`src/rtl/julia_iter_ctrl.sv`:
```
// ---------------------------------------------------------------------------
// julia_iter_ctrl
//   Per-pixel iteration controller for the Julia-set datapath. It accepts one
//   pixel (z0, c) from the scanner and drives the single-step z^2+c engine
//   through its enable/done handshake. Each engine result is tested for
//   escape, and the controller reports how many steps were completed.
//
// Ports
//   clk, rst_n                 clock, asynchronous active-low reset
//   px_start                   start a pixel (sampled only when idle)
//   px_x, px_y                 initial z, fixed-point (value = int/SCALE)
//   px_cr, px_ci               constant c, fixed-point
//   px_busy                    high whenever a pixel is in flight
//   px_done                    one-cycle pulse, result outputs valid
//   px_iter                    steps completed (held until next start)
//   px_escaped                 pixel escaped before MAX_ITER (held)
//   px_err                     engine failed to answer in time (held)
//   step_en                    engine enable
//   step_x, step_y             current z presented to the engine
//   step_cr, step_ci           latched c presented to the engine
//   step_done                  engine result valid
//   step_wx, step_wy           engine next z
//   step_res                   engine |w|^2, scaled by SCALE^2
// ---------------------------------------------------------------------------
module julia_iter_ctrl #(
    parameter int SCALE     = 1000,
    parameter int MAX_ITER  = 255,
    parameter int ITER_W    = 8,
    parameter int ESCAPE_TH = 4 * SCALE * SCALE,
    parameter int BOUND     = 2 * SCALE,
    parameter int TIMEOUT   = 64
) (
    input  logic                clk,
    input  logic                rst_n,
    input  logic                px_start,
    input  logic signed [31:0]  px_x,
    input  logic signed [31:0]  px_y,
    input  logic signed [31:0]  px_cr,
    input  logic signed [31:0]  px_ci,
    output logic                px_busy,
    output logic                px_done,
    output logic [ITER_W-1:0]   px_iter,
    output logic                px_escaped,
    output logic                px_err,
    output logic                step_en,
    output logic signed [31:0]  step_x,
    output logic signed [31:0]  step_y,
    output logic signed [31:0]  step_cr,
    output logic signed [31:0]  step_ci,
    input  logic                step_done,
    input  logic signed [31:0]  step_wx,
    input  logic signed [31:0]  step_wy,
    input  logic signed [31:0]  step_res
);

    localparam int TMO_W = (TIMEOUT > 2) ? $clog2(TIMEOUT) : 1;
    localparam logic [TMO_W-1:0]  TMO_LAST = TMO_W'(TIMEOUT - 1);
    localparam logic [ITER_W-1:0] ITER_MAX = ITER_W'(MAX_ITER);
    localparam logic signed [31:0] ESC_TH  = 32'(ESCAPE_TH);
    localparam logic signed [32:0] BOUND33 = 33'(BOUND);

    typedef enum logic [2:0] {
        IDLE,
        ISSUE,
        WAIT,
        CHECK,
        DONE
    } state_t;

    state_t state, next_state;

    logic signed [31:0] z_x, z_y, c_r, c_i;
    logic signed [31:0] w_x, w_y, res;
    logic [ITER_W-1:0]  iter;
    logic [TMO_W-1:0]   tmo;
    logic               escaped, err;
    logic               escape;

    // Magnitude in 33 bits so that -2^31 yields +2^31 instead of wrapping.
    function automatic logic signed [32:0] abs33(input logic signed [31:0] v);
        logic signed [32:0] e;
        e = {v[31], v};
        return (e < 0) ? -e : e;
    endfunction

    // Negative res means the engine's square overflowed: treat as escaped.
    assign escape = (res > ESC_TH) || (res < 0) ||
                    (abs33(w_x) > BOUND33) || (abs33(w_y) > BOUND33);

    // NOTE: sequential state uses non-blocking assignments so every register
    // samples pre-edge values regardless of statement order.
    always_ff @(posedge clk or negedge rst_n) begin
        if (!rst_n) begin
            state <= IDLE;
        end else begin
            state <= next_state;
        end
    end

    // NOTE: every output of this block is given a default first, so no path
    // leaves a signal unassigned and no latch is inferred.
    always_comb begin
        next_state = state;
        px_busy    = 1'b1;
        px_done    = 1'b0;
        step_en    = 1'b0;
        unique case (state)
            IDLE: begin
                px_busy = 1'b0;
                if (px_start) next_state = ISSUE;
            end
            ISSUE: begin
                step_en    = 1'b1;
                next_state = WAIT;
            end
            WAIT: begin
                step_en = 1'b1;
                if (step_done)            next_state = CHECK;
                else if (tmo == TMO_LAST) next_state = DONE;
            end
            CHECK: begin
                // step_en stays low here so the engine can re-arm.
                if (escape || iter == ITER_MAX) next_state = DONE;
                else                            next_state = ISSUE;
            end
            DONE: begin
                px_done    = 1'b1;
                next_state = IDLE;
            end
            default: next_state = IDLE;
        endcase
    end

    always_ff @(posedge clk or negedge rst_n) begin
        if (!rst_n) begin
            z_x     <= '0;
            z_y     <= '0;
            c_r     <= '0;
            c_i     <= '0;
            w_x     <= '0;
            w_y     <= '0;
            res     <= '0;
            iter    <= '0;
            tmo     <= '0;
            escaped <= 1'b0;
            err     <= 1'b0;
        end else begin
            unique case (state)
                IDLE: begin
                    if (px_start) begin
                        z_x     <= px_x;
                        z_y     <= px_y;
                        c_r     <= px_cr;
                        c_i     <= px_ci;
                        iter    <= '0;
                        tmo     <= '0;
                        escaped <= 1'b0;
                        err     <= 1'b0;
                    end
                end
                WAIT: begin
                    if (step_done) begin
                        w_x  <= step_wx;
                        w_y  <= step_wy;
                        res  <= step_res;
                        iter <= iter + 1'b1;
                        tmo  <= '0;
                    end else if (tmo == TMO_LAST) begin
                        err <= 1'b1;
                    end else begin
                        tmo <= tmo + 1'b1;
                    end
                end
                CHECK: begin
                    if (escape) begin
                        escaped <= 1'b1;
                    end else if (iter != ITER_MAX) begin
                        z_x <= w_x;
                        z_y <= w_y;
                    end
                end
                default: ;
            endcase
        end
    end

    assign px_iter    = iter;
    assign px_escaped = escaped;
    assign px_err     = err;
    assign step_x     = z_x;
    assign step_y     = z_y;
    assign step_cr    = c_r;
    assign step_ci    = c_i;

endmodule

```
`config.mk`:
```
export PLATFORM = sky130hd
export DESIGN_NAME = julia_iter_ctrl
export DESIGN_NICKNAME = d
export VERILOG_FILES = /design/src/rtl/julia_iter_ctrl.sv
export SDC_FILE = /design/constraint.sdc
export NUM_CORES = 1
export LEC_CHECK = 0
export ABC_AREA = 1
export BUFFER_PORTS_ARGS = -buffer_cell sky130_fd_sc_hd__buf_2
export CORE_ASPECT_RATIO = 1.2
export CORE_UTILIZATION = 55
export CTS_CLUSTER_SIZE = 20
export DETAILED_ROUTE_END_ITERATION = 12
export HOLD_SLACK_MARGIN = 0.15
export PLACE_DENSITY_LB_ADDON = 0.12
export SETUP_SLACK_MARGIN = 0.3
export SLEW_MARGIN = 20
export SYNTH_ARGS = -nofsm -noshare
export SYNTH_HDL_FRONTEND = slang
export SYNTH_SLANG_ARGS = --single-unit
export TNS_END_PERCENT = 100
```
`constraint.sdc`:
```
create_clock -name clk -period 5.8 [get_ports clk]
set_clock_uncertainty 0.1 [all_clocks]
set_input_delay 0.58 -clock clk [delete_from_list [all_inputs] [get_ports clk]]
set_output_delay 0.58 -clock clk [all_outputs]
set_load 0.1 [all_outputs]
```
==> metrics <==
status=completed; CTS Root Cell=clkbuf_16; Final #Nets=2267; Mean Syn Cell Area=7.41 um2; DP Area=14400 um2; syn_nets=1921; Async SR Flop Fraction=1.00; slowest CP cell=nand2_4; placed cells=2266; Unique masters post-synth=36; DR vias=12163; routability cong.=0.915; largest net degree at the start of global routing=141; vias in the first global route=12220; number of I/O port buffers=368; Crit path top cell by count=nand2_1; mux cell area share after synthesis=0; first-pass GRT wire length=59300 um; Post-Syn Area=12500 um2; max-cap viol count=0; Clock Latency Late Sink=0.52 ns; Final Util=0.691; die area=23400 um2; setup violators final=0; synthesis-to-layout area growth=23.6%; Avg WL per Cell=15.5 um; clk buf depth=3; GR Overflow Total=0; worst r2r dst=step_y[2]; top cells by area, synth=dfrtp_1, nand2_1, o21ai_0; crit path launch type=flip-flop; CP peak stage delay=0.53 ns; share of cells above drive strength 1=0.238; Max-slew headroom=0.320; Simple-Gate Fraction of Synth Area=0.360; via/cell ratio=5.21; final wirelength=36100 um; worst min-delay path class=in -> reg; Detail Placement HPWL=25900 um; final hold vios=0; Total Routing Usage GR=0.314; initial core utilization=0.559; post-route cell area=15500 um2; post-synthesis adder-cell area fraction=0.00400; Gate Count Post-Synth=1689; Synth Register Bits=243; Critical Path AT=3.54 ns; Fin Setup TNS=0 ns; TritonRoute pass-1 iters=5; Critical Path RT=6.14 ns; Slew @ Worst Pin=1.02 ns; WS Path Type=reg -> reg; CTS tree=yes; Synth area leader=dfrtp_1; yosys warns=0; RSZ-0062 raised after global routing=no; Worst Path Buf+Inv=2; First DRT Iteration DRCs=688; sequential area share after synthesis=0.486; crit-path cells=inv_1 > ha_1 > nand3_4 > nor2_1 > nand2_1 > nand2_2 > nand2_1 > inv_2 > nand2_1 > nand2_1 > nand3b_1 > nor2_1 > nand2_1 > nor2_2 > nand4_4 > nand2_4 > nand2_1 > nand2_1; core area=22400 um2; DR DRC count=0; R2R depth=18; Min-Delay Endpoint=step_ci[25]; Post-synth EDFFs=0; Post-DRT Antenna Nets=0; Synth top area share=0.486; Top delay family on crit path=simple AND/OR/NAND/NOR gates; worst hold start=px_ci[25]; Finished Layout Cells=2335; minimum clock period=3.20 ns; CTS resizes=0; cts bufs inserted=25; top_reg_cell synth=dfrtp_1; Worst-path clk slew=0.07 ns; highest clock rate=0.313 GHz; CTS Sinks=243; Period Utilization, post-route=0.551; htree depth=1; post-synthesis xor/xnor area fraction=0.0126; Hold Path Stages=3; postcts setup bufs=0; Die Span X=140 um; Rows=60; r2r setup slk=2.60 ns; largest family of logic cells by synthesized area=simple AND/OR/NAND/NOR gates; initial antenna violation count=7; I/O pins=369; maximum fanout along the worst path=64; Max Slew Vio Count=0; reg-to-reg startpoint=w_x[0]; CP Capture Type=flip-flop; chip height=167 um; post-synthesis compound-gate area fraction=0.0727
[metrics by stage]
stage / hold slack (ns) / setup WS [ns]
after CTS: 0.150 / 2.34
after floorplan: 0.184 / 2.64
after global routing: 0.160 / 2.34
final: 0.165 / 2.60
after global placement: 0.350 / 2.51
after detailed placement: 0.354 / 2.37
[synth_stat cells, types with 7 or more instances]
library cell / number
nand2_1: 762
dfrtp_1: 243
o21ai_0: 153
nor2_1: 111
inv_1: 102
nand3_1: 96
clkbuf_1: 52
nand3_2: 42
xor2_1: 16
a21oi_1: 13
buf_6: 12
nand4_1: 12
nor3_1: 12
buf_1: 7
buf_2: 7
inv_2: 7
[per-layer routing]
metal / global-route usage / part of all wire / vias to the layer above
met4: 0.156 / 0.047 / 6
met3: 0.0643 / 0.067 / 108
met1: 0.365 / 0.39 / 5617
li1: - / - / 6001
met2: 0.552 / 0.49 / 431
met5: 0 / 0.00097 / -
[flip-flops by register name, indices dropped and copies added, names as in the netlist]
register    flops
step_cr        32
px_err          1
step_x         32
state           3
res            32
px_iter         8
w_y            32
step_y         32
w_x            32
px_escaped      1
tmo             6
step_ci        32
[what timing repair did]
item,CTS,global route
hold endpoints to repair,123,0
endpoints found under the setup margin,0,0
hold buffers,21,0
[logic make-up after synthesis]
| kind of cell | count (synthesis) |
|---|---|
| and+or+nand+nor | 1058 |
| adders and majority gates | 4 |
| AOI/OAI and AO/OA | 178 |
| xor gates and xnor gates | 18 |
| buffers and inverters | 188 |
| DFF | 243 |
[worst max path at each step]
stage,from,end,slack [ns],cells after the start
2_1_floorplan,state[0],px_done,2.64,1
6_report,w_x[0],step_y[2],2.60,18
4_1_cts,w_x[31],step_x[22],2.34,12
5_1_grt,w_x[0],step_x[27],2.34,18
3_3_place_gp,w_x[31],step_x[8],2.51,12
3_5_place_dp,w_x[31],step_x[9],2.37,12
[layout by cell type, fill, tap and decap left out, drive strengths merged]
cell and count:
clkbuf 32, nand4 13, a221oi 1, o22ai 1, o41ai 1, nand2 767
diode 4, ha 4, o21ai 158, clkinv 9, buf 376, o211ai 1
or2 1, inv 110, nor3 12, nand3 139, xnor2 2, bufinv 3
a21oi 13, nand3b 4, a31oi 1, xor2 16, a41oi 1, nor2 121
dfrtp 243, o21a 1, dlygate4sd3 21, nor4 1
[worst min-delay path, cell delays in order]
cell and delay, ns:
buf_2 0.07, nand2_1 0.04, nand2_1 0.05
[final cells by class]
cell class	count	area [um2]
Clock buffer	32	682
Multi-Input combinational cell	1258	5660
Antenna cell	4	10.0
Fill cell	1959	6900
Clock inverter	12	139
Inverter	110	415
Tap cell	279	349
Timing Repair Buffer	397	2130
Sequential cell	243	6080
Power is not shown: default switching activity piles up to over one toggle a cycle in this logic, so the estimate is an artifact.
